==> src/rtl/div_unit.sv <==
// ---------------------------------------------------------------------------
// div_unit : multi-cycle radix-2 restoring divider for the MIPS EX stage.
//
// Computes quotient (lo_o) and remainder (hi_o) of a_i / b_i for DIV
// (signed_i=1, two's complement) and DIVU (signed_i=0). One operation is in
// flight at a time; busy stalls the pipeline while the divider iterates, and
// done pulses for one cycle when hi_o/lo_o carry a fresh result.
//
// Ports
//   clk       in   rising-edge clock
//   rst       in   synchronous, active-low reset
//   start     in   begin a division (accepted only when not iterating)
//   signed_i  in   1 = DIV, 0 = DIVU
//   a_i       in   dividend (rs)
//   b_i       in   divisor  (rt)
//   cancel    in   abort an in-flight division, suppresses done
//   busy      out  division in progress
//   done      out  one-cycle pulse, hi_o/lo_o valid
//   lo_o      out  quotient
//   hi_o      out  remainder
//
// Build option
//   DIV_ZERO_FAST_EN  when defined, a zero divisor skips the iteration and
//                     finishes one cycle after start. Results are the same
//                     in both builds: lo = all ones, hi = dividend as given.
// ---------------------------------------------------------------------------
module div_unit #(
  parameter int WIDTH = 32
) (
  input  logic             clk,
  input  logic             rst,
  input  logic             start,
  input  logic             signed_i,
  input  logic [WIDTH-1:0] a_i,
  input  logic [WIDTH-1:0] b_i,
  input  logic             cancel,
  output logic             busy,
  output logic             done,
  output logic [WIDTH-1:0] lo_o,
  output logic [WIDTH-1:0] hi_o
);

  localparam int CNT_W = $clog2(WIDTH) + 1;
  localparam logic [CNT_W-1:0] LAST_CNT = CNT_W'(WIDTH - 1);

`ifdef DIV_ZERO_FAST_EN
  localparam bit FAST_ZERO = 1'b1;
`else
  localparam bit FAST_ZERO = 1'b0;
`endif

  typedef enum logic [1:0] {
    IDLE = 2'd0,
    CALC = 2'd1,
    DONE = 2'd2
  } state_t;

  state_t           state_q, state_d;
  logic [CNT_W-1:0] count_q, count_d;
  logic             busy_q, busy_d;
  logic             done_q, done_d;
  logic [WIDTH-1:0] lo_q, lo_d;
  logic [WIDTH-1:0] hi_q, hi_d;

  // Datapath state: not reset, only meaningful while CALC is active.
  logic [WIDTH-1:0] rem_q, rem_d;
  logic [WIDTH-1:0] quot_q, quot_d;
  logic [WIDTH-1:0] bmag_q, bmag_d;
  logic [WIDTH-1:0] a_q, a_d;
  logic             quo_neg_q, quo_neg_d;
  logic             rem_neg_q, rem_neg_d;
  logic             bzero_q, bzero_d;

  logic             a_neg, b_neg;
  logic [WIDTH:0]   shifted, diff;
  logic             qbit;
  logic [WIDTH-1:0] rem_nx, quot_nx;

  // Two's complement negate when neg is set. The most negative value maps to
  // itself, which is exactly the magnitude/result wanted for 0x80..0.
  function automatic logic [WIDTH-1:0] cond_neg(input logic [WIDTH-1:0] v,
                                                input logic             neg);
    return neg ? ({WIDTH{1'b0}} - v) : v;
  endfunction

  always_comb begin
    a_neg   = signed_i & a_i[WIDTH-1];
    b_neg   = signed_i & b_i[WIDTH-1];

    // One restoring step: the quotient register doubles as the dividend
    // shift register, its MSB feeds into the partial remainder.
    shifted = {rem_q, quot_q[WIDTH-1]};
    diff    = shifted - {1'b0, bmag_q};
    qbit    = ~diff[WIDTH];
    rem_nx  = qbit ? diff[WIDTH-1:0] : shifted[WIDTH-1:0];
    quot_nx = {quot_q[WIDTH-2:0], qbit};

    state_d   = state_q;
    count_d   = count_q;
    done_d    = 1'b0;
    lo_d      = lo_q;
    hi_d      = hi_q;
    rem_d     = rem_q;
    quot_d    = quot_q;
    bmag_d    = bmag_q;
    a_d       = a_q;
    quo_neg_d = quo_neg_q;
    rem_neg_d = rem_neg_q;
    bzero_d   = bzero_q;

    case (state_q)
      CALC: begin
        if (cancel) begin
          state_d = IDLE;
        end else begin
          rem_d   = rem_nx;
          quot_d  = quot_nx;
          count_d = count_q + CNT_W'(1);
          // Final step registers the signed-corrected result directly so that
          // done and the result appear together on the cycle after.
          if (count_q == LAST_CNT) begin
            state_d = DONE;
            done_d  = 1'b1;
            if (bzero_q) begin
              lo_d = '1;
              hi_d = a_q;
            end else begin
              lo_d = cond_neg(quot_nx, quo_neg_q);
              hi_d = cond_neg(rem_nx, rem_neg_q);
            end
          end
        end
      end
      default: begin
        // IDLE and DONE both accept a new operation, which allows a start on
        // the done cycle. cancel suppresses a simultaneous start.
        state_d = IDLE;
        if (start && !cancel) begin
          a_d       = a_i;
          bmag_d    = cond_neg(b_i, b_neg);
          quot_d    = cond_neg(a_i, a_neg);
          rem_d     = '0;
          count_d   = '0;
          quo_neg_d = a_neg ^ b_neg;
          rem_neg_d = a_neg;
          bzero_d   = (b_i == '0);
          if (FAST_ZERO && (b_i == '0)) begin
            state_d = DONE;
            done_d  = 1'b1;
            lo_d    = '1;
            hi_d    = a_i;
          end else begin
            state_d = CALC;
          end
        end
      end
    endcase

    busy_d = (state_d == CALC);
  end

  always_ff @(posedge clk) begin
    if (!rst) begin
      state_q <= IDLE;
      count_q <= '0;
      busy_q  <= 1'b0;
      done_q  <= 1'b0;
      lo_q    <= '0;
      hi_q    <= '0;
    end else begin
      state_q <= state_d;
      count_q <= count_d;
      busy_q  <= busy_d;
      done_q  <= done_d;
      lo_q    <= lo_d;
      hi_q    <= hi_d;
    end
    rem_q     <= rem_d;
    quot_q    <= quot_d;
    bmag_q    <= bmag_d;
    a_q       <= a_d;
    quo_neg_q <= quo_neg_d;
    rem_neg_q <= rem_neg_d;
    bzero_q   <= bzero_d;
  end

  assign busy = busy_q;
  assign done = done_q;
  assign lo_o = lo_q;
  assign hi_o = hi_q;

endmodule
==> config.mk <==
export PLATFORM = sky130hd
export DESIGN_NAME = div_unit
export DESIGN_NICKNAME = d
export VERILOG_FILES = /design/src/rtl/div_unit.sv
export SDC_FILE = /design/constraint.sdc
export NUM_CORES = 1
export LEC_CHECK = 0
export BUFFER_PORTS_ARGS = -buffer_cell sky130_fd_sc_hd__buf_2
export CORE_MARGIN = 2
export CORE_UTILIZATION = 56
export CTS_BUF_LIST = sky130_fd_sc_hd__clkbuf_16
export CTS_CLUSTER_DIAMETER = 30
export CTS_CLUSTER_SIZE = 12
export DETAILED_ROUTE_END_ITERATION = 7
export HOLD_SLACK_MARGIN = 0.05
export PLACE_DENSITY_LB_ADDON = 0.25
export SKIP_LAST_GASP = 1
export SLEW_MARGIN = 10
export SYNTH_ARGS = -nofsm -noshare
export SYNTH_HDL_FRONTEND = slang
export SYNTH_SLANG_ARGS = --single-unit
==> constraint.sdc <==
create_clock -name clk -period 9.7 [get_ports clk]
set_clock_uncertainty 0.2 [all_clocks]
set_input_delay 1.94 -clock clk [delete_from_list [all_inputs] [get_ports clk]]
set_output_delay 1.94 -clock clk [all_outputs]
set_load 0.005 [all_outputs]
* Yosys cells after proc, flatten, opt, wreduce, memory -nomap -nowiden
Index checks and enable logic that the tools add are counted.
** Operators by class
- Bitwise operators :: 7
- Reduce and logical (&&, ||, !) cells :: 8
- Equality and inequality tests :: 4
- Add/sub/neg operators :: 6
- Mux-type cells :: 21
** Operator list (number)
- $mux W32 :: 13
- $sub A1 B32 Y32 const A :: 4
- $sub A33 B32 Y33 :: 1
- $logic_not A32 Y1 :: 1
- $mux W6 :: 3
- $add A6 B1 Y6 const B :: 1
- $eq A6 B5 Y1 const B :: 1
- $mux W2 :: 3
- $eq A2 B1 Y1 const B :: 2
- $not A1 Y1 :: 4
- $reduce_and A2 Y1 :: 2
- $reduce_and A3 Y1 :: 1
- $reduce_or A3 Y1 :: 1
- $and A1 B1 Y1 :: 2
- $mux W1 :: 2
- $ne A2 B2 Y1 const B :: 1
- $reduce_bool A2 Y1 :: 1
- $logic_and A1 B1 Y1 :: 1
- $logic_not A1 Y1 :: 1
- $xor A1 B1 Y1 :: 1
** Word-level totals
- Register bits :: 205
- Output and inout port bits :: 66
- Logic and storage cells :: 59
- Input bits :: 69

* Logic depth before layout (Yosys ltp)
- Depth after elaboration :: 5
- Gate-level depth with buffers :: 24
- Gate-level depth less buffers :: 23

* Worst setup path after synthesis
No wires, ideal clock.
- Path type :: input to register
- Start point :: in cancel
- End point :: reg a_q[0] (enable)
- Data arrival time :: 6911 ps
- Cell stages on the path :: 1
- Path buffers :: 0
- Required time :: 8908 ps
- Library setup time :: 592 ps
- Path slack :: 1997 ps
- Cells stage by stage :: nor3b_1
** On the way
- Cells in the longest elaborated chain, start to end :: 3
** Ends and longest elaborated chain
- start, declared :: RTL line 36 : input logic cancel,
- $logic_not A1 Y1 :: RTL line 138 : if (start && !cancel) begin
- $logic_and A1 B1 Y1 :: RTL line 138
- $reduce_and A2 Y1 (no line)
- end signal, assigned :: RTL line 181 : a_q <= a_d;
- end, declared :: RTL line 69 : logic [WIDTH-1:0] a_q, a_d;
No other way between the ends.
A chain may end at the register's enable or synchronous reset.

* Worst setup path after layout
- Start point :: reg quot_q[31]
- End point :: reg hi_q[20], in the netlist hi_o[20]
** On the way
- Cells in the longest elaborated chain, start to end :: 5
** Ends and longest elaborated chain
- start, declared :: RTL line 67 : logic [WIDTH-1:0] quot_q, quot_d;
- start signal, assigned :: RTL line 179 : quot_q <= quot_d;
- $sub A33 B32 Y33 :: RTL line 93 : diff = shifted - {1'b0, bmag_q};
- $mux W32 * :: RTL line 95 : rem_nx = qbit ? diff[WIDTH-1:0] : shifted[WIDTH-1:0];
- $sub A1 B32 Y32 :: RTL line 83 : return neg ? ({WIDTH{1'b0}} - v) : v;
- $mux W32 * :: RTL line 83
- $mux W32 * :: RTL line 124 : if (bzero_q) begin
- end signal, assigned :: RTL line 176 : hi_q <= hi_d;
- end, declared :: RTL line 63 : logic [WIDTH-1:0] hi_q, hi_d;
Mark *: on every way between the ends. The rest lies on a longest branch, timed or not.

==> impl_results.md <==
- Crit path max fanout: 45
- Final Cell Area: 15200 µm²
- HP Start: hi_o[31]$_SDFFE_PN0P_
- GRT Util Overall: 0.279
- Setup Slack @ Placement: 3.67 ns
- H-tree depth: 2
- CTS tree: built
- WL/cell: 18.2 µm
- Synthesized-area fraction occupied by and/or/nand/nor cells: 0.169
- RSZ-0062 raised after global routing: no
- Fmax: 164 MHz
- Placed cells: 1773
- Top post-synthesis cells by area: edfxtp_1 (31%), dfxtp_1 (12%), xor2_1 (5.7%)
- Status: complete, no violations
- Hold Fails Final Rpt: 0
- Slew Limit Fails: 0
- Final Wtd Congestion: 0.884
- Vias in the first global route: 10714
- Cell taking the most area after synthesis: edfxtp_1
- Tot Pwr: 2.96 mW
- Synth Cell Area: 12800 µm²
- CTS root buffer: clkbuf_16
- Worst Tran Pin Value: 1.04 ns
- Worst hold endpoint: hi_o[31]$_SDFFE_PN0P_
- Max VDD drop: 0.155 mV
- Postcts setup bufs: 0
- Antenna diodes: 0
- CP Class: reg2reg
- Core ar.: 22600 µm²
- Mapped Cells: 1415
- Share of layout cells above drive strength 1: 0.168
- Final worst-path cycle share: 0.629
- Mux share of post-synthesis cell area: 0.0281
- Largest net degree at the start of global routing: 77
- CP max-delay cell: or3b_2
- Syn_nets: 1522
- Initial DRC count: 887
- R2r startpoint: quot_q[31]$_DFFE_PP_
- Synth Area per Inst: 9.05 µm²
- R2R Setup Slk: 3.60 ns
- Reg clk slew, reported paths: 0.04 ns
- Synth Area in XOR/XNOR: 0.0930
- Worst EP required: 9.94 ns
- Dominant synthesized flop cell: edfxtp_1
- Most frequent cell after synthesis: nand2_1
- First-pass GRT wire length: 54200 µm
- Seq/Total Area, Yosys: 0.423
- I/O pin cnt: 135
- 1st-pass router iterations: 7
- Complex-gate fraction of the synthesized area: 0.209
- Nets: 1642
- Via-per-instance ratio: 6.08
- CTS buffer count: 45
- HP Class: reg2reg
- Worst setup SP type: flip-flop
- # hold bufs at CTS: 0
- Routed wire length: 33800 µm
- Placed Area: 13600 µm²
- LEAKAGE: 6.14 nW
- Clock Path Buffers: 3
- Clock sink total: 205
- Post-synthesis adder-cell area fraction: 0.0377
- Max_cap viols: 0
- Synth top cells by count: nand2_1 (137), edfxtp_1 (131), a21oi_1 (126), o21ai_0 (119), nor2_1 (109)
- CTS resizes: 0
- Post-layout min period: 6.10 ns
- Worst r2r dst: hi_o[20]$_SDFFE_PN0P_
- Final core occ: 0.673
- DRC: 0
- Syn-to-layout area delta: 18.6%
- EDFF count, synth: 131
- Post-DP HPWL: 24000 µm
- Post-synthesis cell type count: 88
- Initial antenna violation count: 1
- Max-slew headroom: 0.309
- Post-synth ARST share: 0
- WHS Path Cells: 2
- Via count: 11285
- Synth warnings: 0
- Row cnt: 55
- Final setup violation count: 0
- Die width: 155 µm
- Worst path max stage delay: 0.50 ns
- PwrDens: 195 nW/µm²
- Non-filler cells, final: 1856
- Skew-Pair Late Insertion Delay: 0.53 ns
- #FFs+latches synth: 205
- Main combinational cell family by area after synthesis: compound AO/OA/AOI/OAI gates
- IO buf count: 134
- Final worst slack: 3.60 ns
- Die ar.: 24100 µm²
- Hold WS: 0.273 ns
- Critical Path AT: 6.34 ns
- Final global-route overflow total: 0
- Area fraction of the dominant cell type after synthesis: 0.307
- Initial Utilization: 0.568
- Critical Path End Type: flip-flop
- Crit-path cells: inv_1 -> ha_1 -> fa_1 -> nand2b_2 -> a21oi_4 -> o211ai_2 -> a211oi_2 -> o21a_2 -> nor2_4 -> buf_4 -> inv_2 -> buf_4 -> nor2_1 -> a21oi_1 -> ha_1 -> inv_1 -> nor4_2 -> or3b_2 -> o41a_4 -> o41ai_2 -> xor2_1 -> nand2_1 -> a31oi_1
- Path depth of the worst reg2reg path: 23
- Setup TNS: 0 ns
- Routed Antenna Nets: 0
- Die Ht: 155 µm
## worst max-delay path by stage
stage	to	slack [ns]	cells past startpoint	start
3_3_place_gp	hi_o[20]$_SDFFE_PN0P_	3.79	23	quot_q[31]$_DFFE_PP_
6_report	hi_o[20]$_SDFFE_PN0P_	3.60	23	quot_q[31]$_DFFE_PP_
5_1_grt	hi_o[20]$_SDFFE_PN0P_	3.15	23	quot_q[31]$_DFFE_PP_
4_1_cts	hi_o[20]$_SDFFE_PN0P_	3.63	23	quot_q[31]$_DFFE_PP_
3_5_place_dp	hi_o[20]$_SDFFE_PN0P_	3.67	23	quot_q[31]$_DFFE_PP_
2_1_floorplan	a_q[0]$_DFFE_PP_	2.00	1	cancel
## power by group
group          internal (mW)  leakage [nW]  switching, mW
sequential             0.973          1.84         0.0262
combinational          0.155          3.55          0.264
clock                   1.05         0.754          0.496
total                   2.18          6.14          0.786
## sequential cells by signal, summed over array words and instances (netlist names)
signal / count
done: 1
rem_q: 32
quo_neg_q: 1
bzero_q: 1
state_q: 2
bmag_q: 32
count_q: 6
hi_o: 32
rem_neg_q: 1
busy: 1
lo_o: 32
a_q: 32
quot_q: 32
## layer usage
layer | vias up | GRT usage | routed length [µm]
met4 | 0 | 0.101 | 1080
met2 | 392 | 0.470 | 16200
li1 | 5447 | - | -
met3 | 84 | 0.0454 | 2140
met5 | - | 0 | 0
met1 | 5362 | 0.365 | 14400
## critical path, delay by kind of cell, from the launching register on
kind	cells	cell delay, ns
AO/OA/AOI/OAI	8	2.17
XOR/XNOR	1	0.17
adder cells (fa/ha/maj)	3	0.82
buffers and inverters	5	0.91
flip-flops	1	0.35
AND/OR/NAND/NOR	6	1.33
## cell type report
cell class / instances / area, µm²
Sequential cell: 205 / 5420
Clock buffer: 46 / 1150
Timing Repair Buffer: 143 / 738
Tap cell: 285 / 357
Multi-Input combinational cell: 1078 / 6900
Inverter: 62 / 233
Fill cell: 1830 / 7380
Clock inverter: 37 / 404
## cells by family after synthesis
kind of cell               count (synthesis)
xor gates and xnor gates                 136
adders and majority gates                 38
muxes                                     35
AOI/OAI and AO/OA                        422
buffers and inverters                    132
DFF                                      205
and+or+nand+nor                          447
## cells in the final DEF (no fill, tap or decap), types with 11 or more instances in the layout
| cell | n |
|---|---|
| edfxtp_1 | 131 |
| mux2i_1 | 27 |
| clkbuf_16 | 46 |
| and2_1 | 21 |
| nor2_1 | 108 |
| a31oi_1 | 16 |
| ha_1 | 37 |
| inv_1 | 64 |
| nand2_1 | 137 |
| buf_2 | 134 |
| a211oi_1 | 13 |
| a21oi_1 | 126 |
| nand2b_1 | 19 |
| and3_1 | 12 |
| o41ai_1 | 14 |
| dfxtp_1 | 74 |
| nor3_1 | 34 |
| a21o_1 | 11 |
| o21ai_0 | 119 |
| xnor2_1 | 53 |
| nand3_1 | 28 |
| o211ai_1 | 18 |
| xor2_1 | 83 |
| nor4_1 | 18 |
| o31ai_1 | 25 |
| or3_1 | 19 |
(Power assumes the default switching activity.)
